<file path="src/rtl/db_debouncer_bank.sv">
// Bank of independent button debouncers with synchroniser, stable level,
// press/release event pulses and an optional long-press detector.
module db_debouncer_bank #(
   parameter int CHANNELS    = 4,
   parameter int LIMIT       = 2,
   parameter int LONG_LIMIT  = 100,
   parameter int SYNC_STAGES = 2
) (
   input  logic                clk,
   input  logic                rst,
   input  logic                tick,
   input  logic [CHANNELS-1:0] button,
   output logic [CHANNELS-1:0] signal,
   output logic [CHANNELS-1:0] press,
   output logic [CHANNELS-1:0] release_p,
   output logic [CHANNELS-1:0] long_press
);

   localparam int CW = $clog2(LIMIT + 1);
   localparam int HW = (LONG_LIMIT > 0) ? $clog2(LONG_LIMIT + 1) : 1;
   localparam logic [CW-1:0] CTR_MAX = CW'(LIMIT);
   localparam logic [HW-1:0] HOLD_MAX = HW'(LONG_LIMIT);
   localparam logic [HW-1:0] HOLD_PRE = HW'(LONG_LIMIT - 1);

   logic [CHANNELS-1:0] sync_q [SYNC_STAGES];
   logic [CHANNELS-1:0] sync_d [SYNC_STAGES];
   logic [CHANNELS-1:0] s;

   logic [CHANNELS-1:0] cand_q, cand_d;
   logic [CW-1:0]       ctr_q [CHANNELS];
   logic [CW-1:0]       ctr_d [CHANNELS];
   logic [HW-1:0]       hold_q [CHANNELS];
   logic [HW-1:0]       hold_d [CHANNELS];
   logic [CHANNELS-1:0] signal_q, signal_d;
   logic [CHANNELS-1:0] press_q, press_d;
   logic [CHANNELS-1:0] release_q, release_d;
   logic [CHANNELS-1:0] long_q, long_d;

   always_comb begin
      sync_d[0] = button;
      for (int k = 1; k < SYNC_STAGES; k++) begin
         sync_d[k] = sync_q[k-1];
      end
   end

   assign s = sync_q[SYNC_STAGES-1];

   always_comb begin
      logic rel;
      cand_d    = cand_q;
      signal_d  = signal_q;
      press_d   = '0;
      release_d = '0;
      long_d    = '0;
      rel       = 1'b0;
      for (int i = 0; i < CHANNELS; i++) begin
         ctr_d[i]  = ctr_q[i];
         hold_d[i] = hold_q[i];
         rel       = 1'b0;
         if (tick) begin
            if (s[i] != cand_q[i]) begin
               cand_d[i] = s[i];
               ctr_d[i]  = '0;
            end else if (ctr_q[i] < CTR_MAX) begin
               ctr_d[i] = ctr_q[i] + CW'(1);
            end else if (cand_q[i] != signal_q[i]) begin
               signal_d[i]  = cand_q[i];
               press_d[i]   = cand_q[i];
               release_d[i] = ~cand_q[i];
               rel          = ~cand_q[i];
            end
            // press cycle sees old signal=0, so it counts as hold=0
            if (!signal_q[i] || rel) begin
               hold_d[i] = '0;
            end else if (LONG_LIMIT > 0 && hold_q[i] < HOLD_MAX) begin
               hold_d[i] = hold_q[i] + HW'(1);
               long_d[i] = (hold_q[i] == HOLD_PRE);
            end
         end
      end
   end

   always_ff @(posedge clk or posedge rst) begin
      if (rst) begin
         for (int k = 0; k < SYNC_STAGES; k++) begin
            sync_q[k] <= '0;
         end
         for (int i = 0; i < CHANNELS; i++) begin
            ctr_q[i]  <= '0;
            hold_q[i] <= '0;
         end
         cand_q    <= '0;
         signal_q  <= '0;
         press_q   <= '0;
         release_q <= '0;
         long_q    <= '0;
      end else begin
         for (int k = 0; k < SYNC_STAGES; k++) begin
            sync_q[k] <= sync_d[k];
         end
         for (int i = 0; i < CHANNELS; i++) begin
            ctr_q[i]  <= ctr_d[i];
            hold_q[i] <= hold_d[i];
         end
         cand_q    <= cand_d;
         signal_q  <= signal_d;
         press_q   <= press_d;
         release_q <= release_d;
         long_q    <= long_d;
      end
   end

   assign signal     = signal_q;
   assign press      = press_q;
   assign release_p  = release_q;
   assign long_press = long_q;

endmodule
</file>
<file path="config.mk">
export PLATFORM = sky130hd
export DESIGN_NAME = db_debouncer_bank
export DESIGN_NICKNAME = d
export VERILOG_FILES = /design/src/rtl/db_debouncer_bank.sv
export SDC_FILE = /design/constraint.sdc
export NUM_CORES = 1
export LEC_CHECK = 0
export ABC_AREA = 1
export BUFFER_PORTS_ARGS = -buffer_cell sky130_fd_sc_hd__buf_2
export CAP_MARGIN = 20
export CORE_MARGIN = 4
export CORE_UTILIZATION = 50
export CTS_CLUSTER_DIAMETER = 30
export DETAILED_ROUTE_END_ITERATION = 10
export PLACE_DENSITY = 0.71
export REMOVE_ABC_BUFFERS = 1
export SKIP_LAST_GASP = 1
export SLEW_MARGIN = 20
export SYNTH_ARGS = -nofsm -noshare
export SYNTH_HDL_FRONTEND = slang
export SYNTH_SLANG_ARGS = --single-unit
</file>
<file path="constraint.sdc">
create_clock -name clk -period 2.26 [get_ports clk]
set_clock_uncertainty 0.2 [all_clocks]
set_input_delay 0 -clock clk [delete_from_list [all_inputs] [get_ports clk]]
set_output_delay 0 -clock clk [all_outputs]
set_load 0.005 [all_outputs]
</file>
==> out/results.txt <==
status: finished clean
met2 usage: 26.62%
switch share: 32.29%
part of the power in registers: 50.2%
initial antenna violation count: 0
cell depth of the worst setup path: 8
top cell type by total area after synthesis: dfrtp_1
switching power: 960.7 uW
# resized after CTS: 0
Cell Area, Synth: 0.003402 mm^2
post-layout min period: 1645 ps
Leakage Power: 2.017 nW
Crit Reg-Reg Startpoint: signal[3]
Site Rows: 29
Avg Cell Area, Syn: 8.119 um^2
met3 Resource Use GR: 4.417%
Syn. warnings: 0
met1 usage: 20.94%
CTS sink cnt: 64
RSZ-0062 raised after global routing: no
most common cell after layout, fill and taps aside: nand2_1
library cells used by synthesis: 25
clock root buffer: clkbuf_8
#FFs+latches synth: 64
Die ar.: 0.008188 mm^2
Area growth, synth to finish: 12.50%
CTS Buf Count: 9
Main synth FF type: dfrtp_1
grt peak-use layer: met2
worst path bufs/invs: 1
WHS: 88.34 ps
Logic pwr share: 21.1%
period utilization: 72.77%
Slew Viols, Final: 0
Ports: 23
top-area cell type share of the netlist area: 47.08%
count of final setup violators: 0
Most common cell on crit path: nand2_1
Worst slew margin: 58.80%
CTS Buffer Depth: 2
via count: 2653
endpoints failing hold: 0
Initial DRC Count: 61
Nets: 473
Final Cell Area: 0.003827 mm^2
routed wire length: 6147 um
Cell Pwr Density: 777.4 mW/mm^2
area of the core: 0.006495 mm^2
Post-CTS Setup Bufs: 0
post-synthesis compound-gate area fraction: 5.223%
worst-path cell chain: ha_1, nand2_1, clkinv_1, nand3_4, nand2_4, o21ai_4, nand2_1, nand2_1
Congestion Overflow GR: 0
layout cell share with drive strength beyond 1: 17.47%
Crit. End Element: flip-flop
clk slew on worst S/H paths: 70 ps
mux cell area share after synthesis: 0%
Async SR Flop Fraction: 100.0%
gp weighted congestion: 0.8632
DRC viols: 0
Achievable Freq: 608.0 MHz
Inst Count DP: 514
# H-tree levels: 3
initial core utilization: 52.38%
WP data arrival: 1720 ps
number of diodes: 0
worst vdd ir: 376.9 uV
Worst-Skew Late Latency: 330 ps
Post-Synthesis Cells: 419
CP max stage cell: dfrtp_1
Crit Path Class: reg2reg
WL/cell: 11.49 um
first-pass GRT wire length: 11090 um
Pre-antenna DRT Iters: 4
Worst setup SP type: flip-flop
Post-synth EDFFs: 0
pin count of the biggest net entering global routing: 37
max cap viols: 0
hold_buf cts: 6
vias in the first global route: 2533
Finished Core Util: 58.93%
Area contributors post-synth: dfrtp_1 (47%), nand2_1 (14%), nor2_1 (4.9%)
placed instance area: 0.003596 mm^2
RR Endpoint: hold_q[6]
actual slew at the worst max-slew pin: 617.1 ps
R2R cell count: 8
CTS tree: yes
Max FO, Critical Path: 8
post-route insts no fill: 535
post-synthesis sequential area ratio: 47.08%
setup slack, reg-to-reg: 620 ps
Setup TNS Final: 0 ps
Post-Synth Simple-Gate Area: 33.06%
largest family of logic cells by synthesized area: simple AND/OR/NAND/NOR gates
Synth Area in Adders: 4.413%
post-detail-place hpwl: 4369 um
most frequent cells in the layout: nand2_1 (124), dfrtp_1 (64), nor2_1 (44), inv_1 (38), nand3_1 (27)
clock share of power: 28.7%
CP max stage delay: 450 ps
ANT nets after route: 0
data required time of the critical path: 2330 ps
vias per std cell: 4.959
Int Power: 2.015 mW
Die Height: 90.49 um
chip width: 90.49 um
Top Family by Delay on Critical Path: flip-flops
Port Buf Inserts: 22
GRT Resource Usage Total: 16.30%
Synth Area in XOR/XNOR: 3.089%
HP Class: in2async
==> metal layers <==
| layer | up-vias | part of all wire, % |
|---|---|---|
| li1 | 1401 | - |
| met1 | 1214 | 49 |
| met5 | - | 0 |
| met3 | 10 | 2.9 |
| met4 | 0 | 1.3 |
| met2 | 28 | 47 |
==> worst max path at each step <==
stage	startpoint	to	slack [ps]
6_report	signal[3]	hold_q[6]	620
5_1_grt	signal[3]	hold_q[6]	500
4_1_cts	cand_q[3]	hold_q[6]	600
3_5_place_dp	signal[3]	hold_q[6]	620
3_3_place_gp	signal[3]	hold_q[6]	670
2_1_floorplan	rst	cand_q[0]	460
==> cells in the mapped netlist (all sizes together) (3+ instances only) <==
cell type,number
xnor2,3
buf,7
inv,50
xor2,9
nand4,23
o21ai,17
nor2,46
ha,12
nand3,31
nor3,4
or2,4
dfrtp,64
a21oi,11
nand2,136
==> flip-flops by register name, indices dropped and copies added (netlist names) <==
signal and flops:
press 4, sync_d 4, long_press 4, release_p 4
signal 4, hold_q 28, ctr_q 8, s 4
cand_q 4
==> worst min-delay path: cells and delay by family <==
family | cells | cell delay (ps)
buffers and inverters | 3 | 1100
==> through the flow <==
step / worst slack [ps] / total power [mW]
6_report: 615.3 / 2.975
3_3_place_gp: 670.7 / 2.112
4_1_cts: 603.6 / 3.014
3_5_place_dp: 619.6 / 2.143
5_1_grt: 495.0 / 3.194
2_1_floorplan: 461.9 / 1.950
==> final cells by class <==
cell class	count	area (um^2)
repair buffers	31	205.2
inverters	52	195.2
clock inverters	4	20.02
multi-input cells	296	1558
well taps	77	96.34
fillers	558	2668
flip-flops and latches	64	1602
clock buffers	11	151.4
==> power groups by stage <==
stage / Sequential (mW) / Combinational, mW / Clock [mW]
2_1_floorplan: 1.48 / 0.467 / 0
3_3_place_gp: 1.51 / 0.606 / 0
3_5_place_dp: 1.51 / 0.628 / 0
4_1_cts: 1.49 / 0.639 / 0.880
5_1_grt: 1.53 / 0.736 / 0.930
6_report: 1.49 / 0.628 / 0.854
==> cells by family (layout without fill, tap and decap cells) <==
kind of cell | Yosys count | after routing
AO/OA/AOI/OAI | 28 | 28
flip-flops | 64 | 64
buffers and inverters | 59 | 98
XOR/XNOR | 12 | 12
adder cells (fa/ha/maj) | 12 | 12
AND/OR/NAND/NOR | 244 | 244
(Power assumes the default switching activity.)
